### src/rtl/filter_bank_scheduler.sv
// filter_bank_scheduler: read scheduler for the filter bank's buffers.
// Issues at most one one-hot read grant per cycle. Requesters are served
// round-robin, and one requester may take up to MAX_BURST consecutive grants.
// Grants are gated on downstream credits. A drain handshake lets the phase
// switch only once every buffer and the downstream pipeline are empty.
// Optional build macro FILTER_SCHED_HOME_PRIORITY_EN: while home_urgent is
// high, home buffer 0 takes priority over burst and rotation state.
module filter_bank_scheduler #(
  parameter int NUM_FILTER   = 7,
  parameter int IDX_WIDTH    = 3,
  parameter int MAX_BURST    = 4,
  parameter int CREDIT_MAX   = 16,
  parameter int CREDIT_WIDTH = 5
) (
  input  logic                    clk,
  input  logic                    rst,
  input  logic [NUM_FILTER-1:0]   buffer_not_empty,
  input  logic                    credit_return,
  input  logic                    drain_req,
  input  logic                    home_urgent,
  output logic [NUM_FILTER-1:0]   grant,
  output logic                    grant_valid,
  output logic [IDX_WIDTH-1:0]    grant_idx,
  output logic [CREDIT_WIDTH-1:0] credits,
  output logic                    drain_done,
  output logic                    busy
);

  localparam int BURST_WIDTH = $clog2(MAX_BURST + 1);
  localparam logic [BURST_WIDTH-1:0]  BURST_LIMIT = BURST_WIDTH'(MAX_BURST);
  localparam logic [CREDIT_WIDTH-1:0] CREDIT_FULL = CREDIT_WIDTH'(CREDIT_MAX);
  localparam logic [IDX_WIDTH-1:0]    LAST_RESET  = IDX_WIDTH'(NUM_FILTER - 1);

  typedef enum logic [1:0] {
    ST_RUN,
    ST_DRAIN,
    ST_DONE
  } state_t;

  state_t                  state, state_nxt;
  logic [IDX_WIDTH-1:0]    last_idx, last_idx_nxt;
  logic [BURST_WIDTH-1:0]  burst_cnt, burst_cnt_nxt;
  logic [CREDIT_WIDTH-1:0] credits_nxt;

  logic                    grant_allowed;
  logic                    can_continue;
  logic                    rot_found;
  logic [IDX_WIDTH-1:0]    rot_idx;
  logic                    sel_valid;
  logic                    sel_continue;
  logic [IDX_WIDTH-1:0]    sel_idx;

`ifndef FILTER_SCHED_HOME_PRIORITY_EN
  logic unused_home_urgent;
  assign unused_home_urgent = home_urgent;
`endif

  // Rotation scan: first non-empty buffer after last_idx, wrapping; last_idx itself is visited last
  always_comb begin
    int unsigned pos;
    rot_found = 1'b0;
    rot_idx   = '0;
    pos       = 0;
    for (int unsigned k = 1; k <= NUM_FILTER; k++) begin
      pos = 32'(last_idx) + k;
      if (pos >= NUM_FILTER) pos = pos - NUM_FILTER;
      if (!rot_found && buffer_not_empty[IDX_WIDTH'(pos)]) begin
        rot_found = 1'b1;
        rot_idx   = IDX_WIDTH'(pos);
      end
    end
  end

  // Candidate selection: home priority (optional), then burst continuation, then rotation
  always_comb begin
    grant_allowed = !rst && (state != ST_DONE) && (credits != '0);
    can_continue  = (burst_cnt != '0) && buffer_not_empty[last_idx] &&
                    (burst_cnt < BURST_LIMIT);
    sel_valid     = 1'b0;
    sel_continue  = 1'b0;
    sel_idx       = '0;
    if (grant_allowed) begin
`ifdef FILTER_SCHED_HOME_PRIORITY_EN
      if (home_urgent && buffer_not_empty[0]) begin
        sel_valid    = 1'b1;
        sel_idx      = '0;
        sel_continue = (last_idx == '0);
      end else
`endif
      if (can_continue) begin
        sel_valid    = 1'b1;
        sel_idx      = last_idx;
        sel_continue = 1'b1;
      end else if (rot_found) begin
        // Rotation wrapping back to last_idx is a fresh burst, not a continuation
        sel_valid    = 1'b1;
        sel_idx      = rot_idx;
        sel_continue = 1'b0;
      end
    end
  end

  // Grant outputs decoded from the selected candidate
  always_comb begin
    grant = '0;
    if (sel_valid) grant[sel_idx] = 1'b1;
    grant_valid = sel_valid;
    grant_idx   = sel_idx;
  end

  // Burst/last-index bookkeeping; the count saturates so a long urgent home run cannot wrap
  always_comb begin
    last_idx_nxt  = last_idx;
    burst_cnt_nxt = '0;
    if (sel_valid) begin
      last_idx_nxt = sel_idx;
      if (sel_continue) begin
        burst_cnt_nxt = (burst_cnt >= BURST_LIMIT) ? BURST_LIMIT : burst_cnt + 1'b1;
      end else begin
        burst_cnt_nxt = BURST_WIDTH'(1);
      end
    end
  end

  // Credit counter: a grant consumes a slot, a return frees one, and returns saturate at full
  always_comb begin
    credits_nxt = credits;
    case ({sel_valid, credit_return})
      2'b10:   credits_nxt = credits - 1'b1;
      2'b01:   if (credits != CREDIT_FULL) credits_nxt = credits + 1'b1;
      default: credits_nxt = credits;
    endcase
  end

  // Drain FSM next state: DONE needs empty buffers and full credits in the same cycle
  always_comb begin
    state_nxt = state;
    case (state)
      ST_RUN:   if (drain_req) state_nxt = ST_DRAIN;
      ST_DRAIN: begin
        if (!drain_req) begin
          state_nxt = ST_RUN;
        end else if ((buffer_not_empty == '0) && (credits == CREDIT_FULL)) begin
          state_nxt = ST_DONE;
        end
      end
      ST_DONE:  if (!drain_req) state_nxt = ST_RUN;
      default:  state_nxt = ST_RUN;
    endcase
  end

  // State registers with synchronous reset
  always_ff @(posedge clk) begin
    if (rst) begin
      state     <= ST_RUN;
      last_idx  <= LAST_RESET;
      burst_cnt <= '0;
      credits   <= CREDIT_FULL;
    end else begin
      state     <= state_nxt;
      last_idx  <= last_idx_nxt;
      burst_cnt <= burst_cnt_nxt;
      credits   <= credits_nxt;
    end
  end

  assign drain_done = (state == ST_DONE);
  assign busy       = (|buffer_not_empty) || (credits != CREDIT_FULL);

endmodule

### config.mk
export PLATFORM = sky130hd
export DESIGN_NAME = filter_bank_scheduler
export DESIGN_NICKNAME = d
export VERILOG_FILES = /design/src/rtl/filter_bank_scheduler.sv
export SDC_FILE = /design/constraint.sdc
export NUM_CORES = 1
export LEC_CHECK = 0
export BUFFER_PORTS_ARGS = -buffer_cell sky130_fd_sc_hd__buf_2
export CAP_MARGIN = 20
export CORE_MARGIN = 10
export CORE_UTILIZATION = 50
export CTS_BUF_LIST = sky130_fd_sc_hd__clkbuf_8
export CTS_CLUSTER_DIAMETER = 100
export CTS_CLUSTER_SIZE = 12
export DETAILED_ROUTE_END_ITERATION = 6
export GPL_TIMING_DRIVEN = 0
export PLACE_DENSITY = 0.8
export SLEW_MARGIN = 15
export SYNTH_ARGS = -nofsm -noshare
export SYNTH_HDL_FRONTEND = slang
export SYNTH_SLANG_ARGS = --single-unit
### constraint.sdc
create_clock -name clk -period 5.7 [get_ports clk]
set_input_delay 0.285 -clock clk [delete_from_list [all_inputs] [get_ports clk]]
set_output_delay 0.285 -clock clk [all_outputs]
set_load 0.02 [all_outputs]
==> metrics.md <==
| Metric | Value |
|---|---|
| Flip-flop and latch area | roughly 260 µm² |
| Num ports | 30 |
| Site row count | 26 |
| Slew @ Worst Pin | 0.702 ns |
| Seq/Total Area, Yosys | under 10% |
| Yosys Warn Count | 0 |
| HPWL after DPL | between 6000 and 7000 µm |
| Max cap viols | 0 |
| CTS tree | yes |
| F_max | 183 MHz |
| Core area | ~5200 µm² |
| Ant. Diodes | 0 |
| Hold WC Path Type | input pin to flop |
| Detailed Route WL | between 8000 and 9000 µm |
| Worst hold slack | just over 0.3 ns |
| CP Cell Sequence | buf_2 > inv_1 > ha_1 > inv_1 > fa_1 > inv_1 > a2111oi_0 > or4_1 > nand2_1 > a211oi_1 > a2111oi_0 > o31ai_1 > a221oi_4 > and3_1 > buf_2 |
| Later-pin clock latency in the skew report | around 0.25 ns |
| #FFs+latches synth | 13 |
| # fillers | about 500 |
| Simple logic cell fraction of the synthesized area | 26.5% |
| Multiplexer share of the synthesized area | between 10 and 15% |
| DRT Pass-1 Iters | 5 |
| Drt via density | 6.77 |
| Most common cell after layout, fill and taps aside | buf_2 |
| Finished layout cell area | slightly below 3000 µm² |
| Largest net degree at the start of global routing | 13 |
| Setup TNS | 0 ns |
| RSZ-0062 raised after global routing | false |
| Area grow syn2layout | 10.1% |
| Maximum clock path buffer count | 2 |
| CTS sink count | 13 |
| Post-synth EDFFs | 0 |
| Critical path data required time | about 5.4 ns |
| Pins over their slew limit | 0 |
| H-tree lvl count | 1 |
| Status | complete, no violations |
| Layout cell share with drive strength beyond 1 | ~18% |
| DRT antenna net count | 0 |
| Largest family of logic cells by synthesized area | compound AO/OA/AOI/OAI gates |
| Synth Area in Compound Gates | 27.9% |
| Main synth FF type | dfxtp_1 |
| Critical path's top delay family | compound AO/OA/AOI/OAI gates |
| Clk root buf | clkbuf_8 |
| Total CTS buffers | 3 |
| Initial Util | between 50% and 60% |
| GR Overflow Total | 0 |
| Syn nets | roughly 380 |
| Worst-path fanout max | 10 |
| Worst Skew | between 0.009 and 0.01 ns |
| Critical path's largest stage delay | between 0.6 and 0.7 ns |
| Most frequent cells in the layout | buf_2, nor2_1, mux2i_1 |
| Multi-input gate area | between 2000 and 2500 µm² |
| DRT iter0 DRCs | ~310 |
| FFs w/ async S/R, synth | 0% |
| Worst Path Arrival | approximately 5.2 ns |
| Full die area | ~8700 µm² |
| Count of input and output buffers | 24 |
| Drt wl/cell | around 19 µm |
| CP Capture Type | output port |
| Fin nets | roughly 410 |
| Endpoints failing hold | 0 |
| # hold bufs at CTS | 0 |
| CP max-delay cell | a2111oi_0 |
| Setup violations, final | 0 |
| Relative slew margins | a little over half |
| Synthesized area | approximately 2700 µm² |
| Initial antenna violation count | 0 |
| Worst Path Buf+Inv | 5 |
| Chip height | just over 90 µm |
| Via count | 2997 |
| Chip width | approximately 93 µm |
| First-pass GRT wire length | between 10000 and 15000 µm |
| GRT Total Usage | 18.3% |
| Number of remaining DRC errors | 0 |
| Most used cell, CP | inv_1 |
| Syn avg cell area | between 7 and 8 µm² |
| Fin crit share | between 90% and 100% |
| Vias in the first global route | approximately 2800 |
| CTS clk-pin slew, worst paths | 0.06 ns |
| Synth Area in XOR/XNOR | under 10% |
| Adder-Cell Fraction of Synth Area | under 10% |
| Placed cell area | roughly 2900 µm² |
| Post-synth cell types | 78 |
| Crit start category | flop |
| Fin crit period | around 5.5 ns |
| GPL Wtd Cong | 0.979 |
| Gate Count Post-Synth | around 350 |
| Setup CP Type | flop to output port |
==> sequential cells by signal (all words and copies together) (netlist names) <==
name and flops:
credits 5, last_idx 3, state 2, burst_cnt 3
==> timing repair <==
action                                  in CTS  in global routing
endpoints found under the setup margin       0                  4
resized for setup                            0                  3
setup buffers                                0                  0
endpoints found under the hold margin        0                  0
==> synth_stat cells, types with 4 or more instances <==
cell	n	share of area (%)
a2111oi_0	4	1.3
a211oi_1	5	1.4
a21oi_1	19	3.5
a31oi_1	5	1.2
and2_1	6	1.4
and3_1	4	0.93
buf_2	10	1.9
clkbuf_1	10	1.4
dfxtp_1	13	9.7
ha_1	18	8.4
inv_1	19	2.7
mux2_2	4	1.7
mux2i_1	22	8.2
mux4_2	4	3.4
nand2_1	20	2.8
nand2b_1	10	2.3
nand3_1	6	1.1
nand3b_1	8	2.2
nand4_1	4	0.93
nor2_1	26	3.6
nor2b_1	8	1.9
nor3_1	8	1.5
nor3b_1	5	1.4
o211ai_1	8	2.2
o21ai_0	13	2.4
o31ai_1	4	1.1
xnor2_1	9	2.9
==> per-layer routing <==
layer  GRT usage, %  share of wire [%]
met1           22.1                 40
met2           31.6                 49
met3           2.88                8.7
met5              0                  0
met4           7.20                2.7
==> worst paths after layout <==
kind	depth (start not counted)	slack (ns)	start	endpoint
worst min-delay path	3	0.31	drain_req	state[1]
worst min register to register	1	0.43	state[1]	state[0]
worst max register to register	22	0.42	last_idx[1]	credits[4]
worst max-delay path	15	0.23	last_idx[1]	grant[6]
==> tightest hold or removal path, delay by kind of cell <==
kind | cells | cell delay [ns]
buf+inv | 1 | 0.07
simple gates | 2 | 0.15
==> cell type report <==
class	instances	area share [%]
multi-input cells	288	76.0
repair buffers	24	4.07
inverters	21	2.80
clock inverters	1	0.169
plain buffers	23	3.73
well taps	70	2.96
flip-flops and latches	13	8.85
clock buffers	3	1.40
==> metrics by stage <==
| stage | worst slack [ns] | util, % | instances |
|---|---|---|---|
| floorplan | 1.04 | - | 345 |
| global placement | 0.461 | 55.9 | 439 |
| detailed placement | 0.344 | 55.9 | 439 |
| CTS | 0.131 | 56.8 | 443 |
| global route | 0.122 | 57.1 | 443 |
| finish | 0.233 | 57.1 | 443 |
==> cell families (layout without fill, tap and decap cells) <==
kind of cell,Yosys count,count (layout)
XOR/XNOR,12,12
AND/OR/NAND/NOR,126,126
buffers and inverters,44,72
flip-flops,13,13
AO/OA/AOI/OAI,98,98
adder cells (fa/ha/maj),20,20
multiplexers,32,32
Power is left out: the tool's default activity adds up to more than one toggle a clock period on the data nets, which glitch-free logic cannot reach.
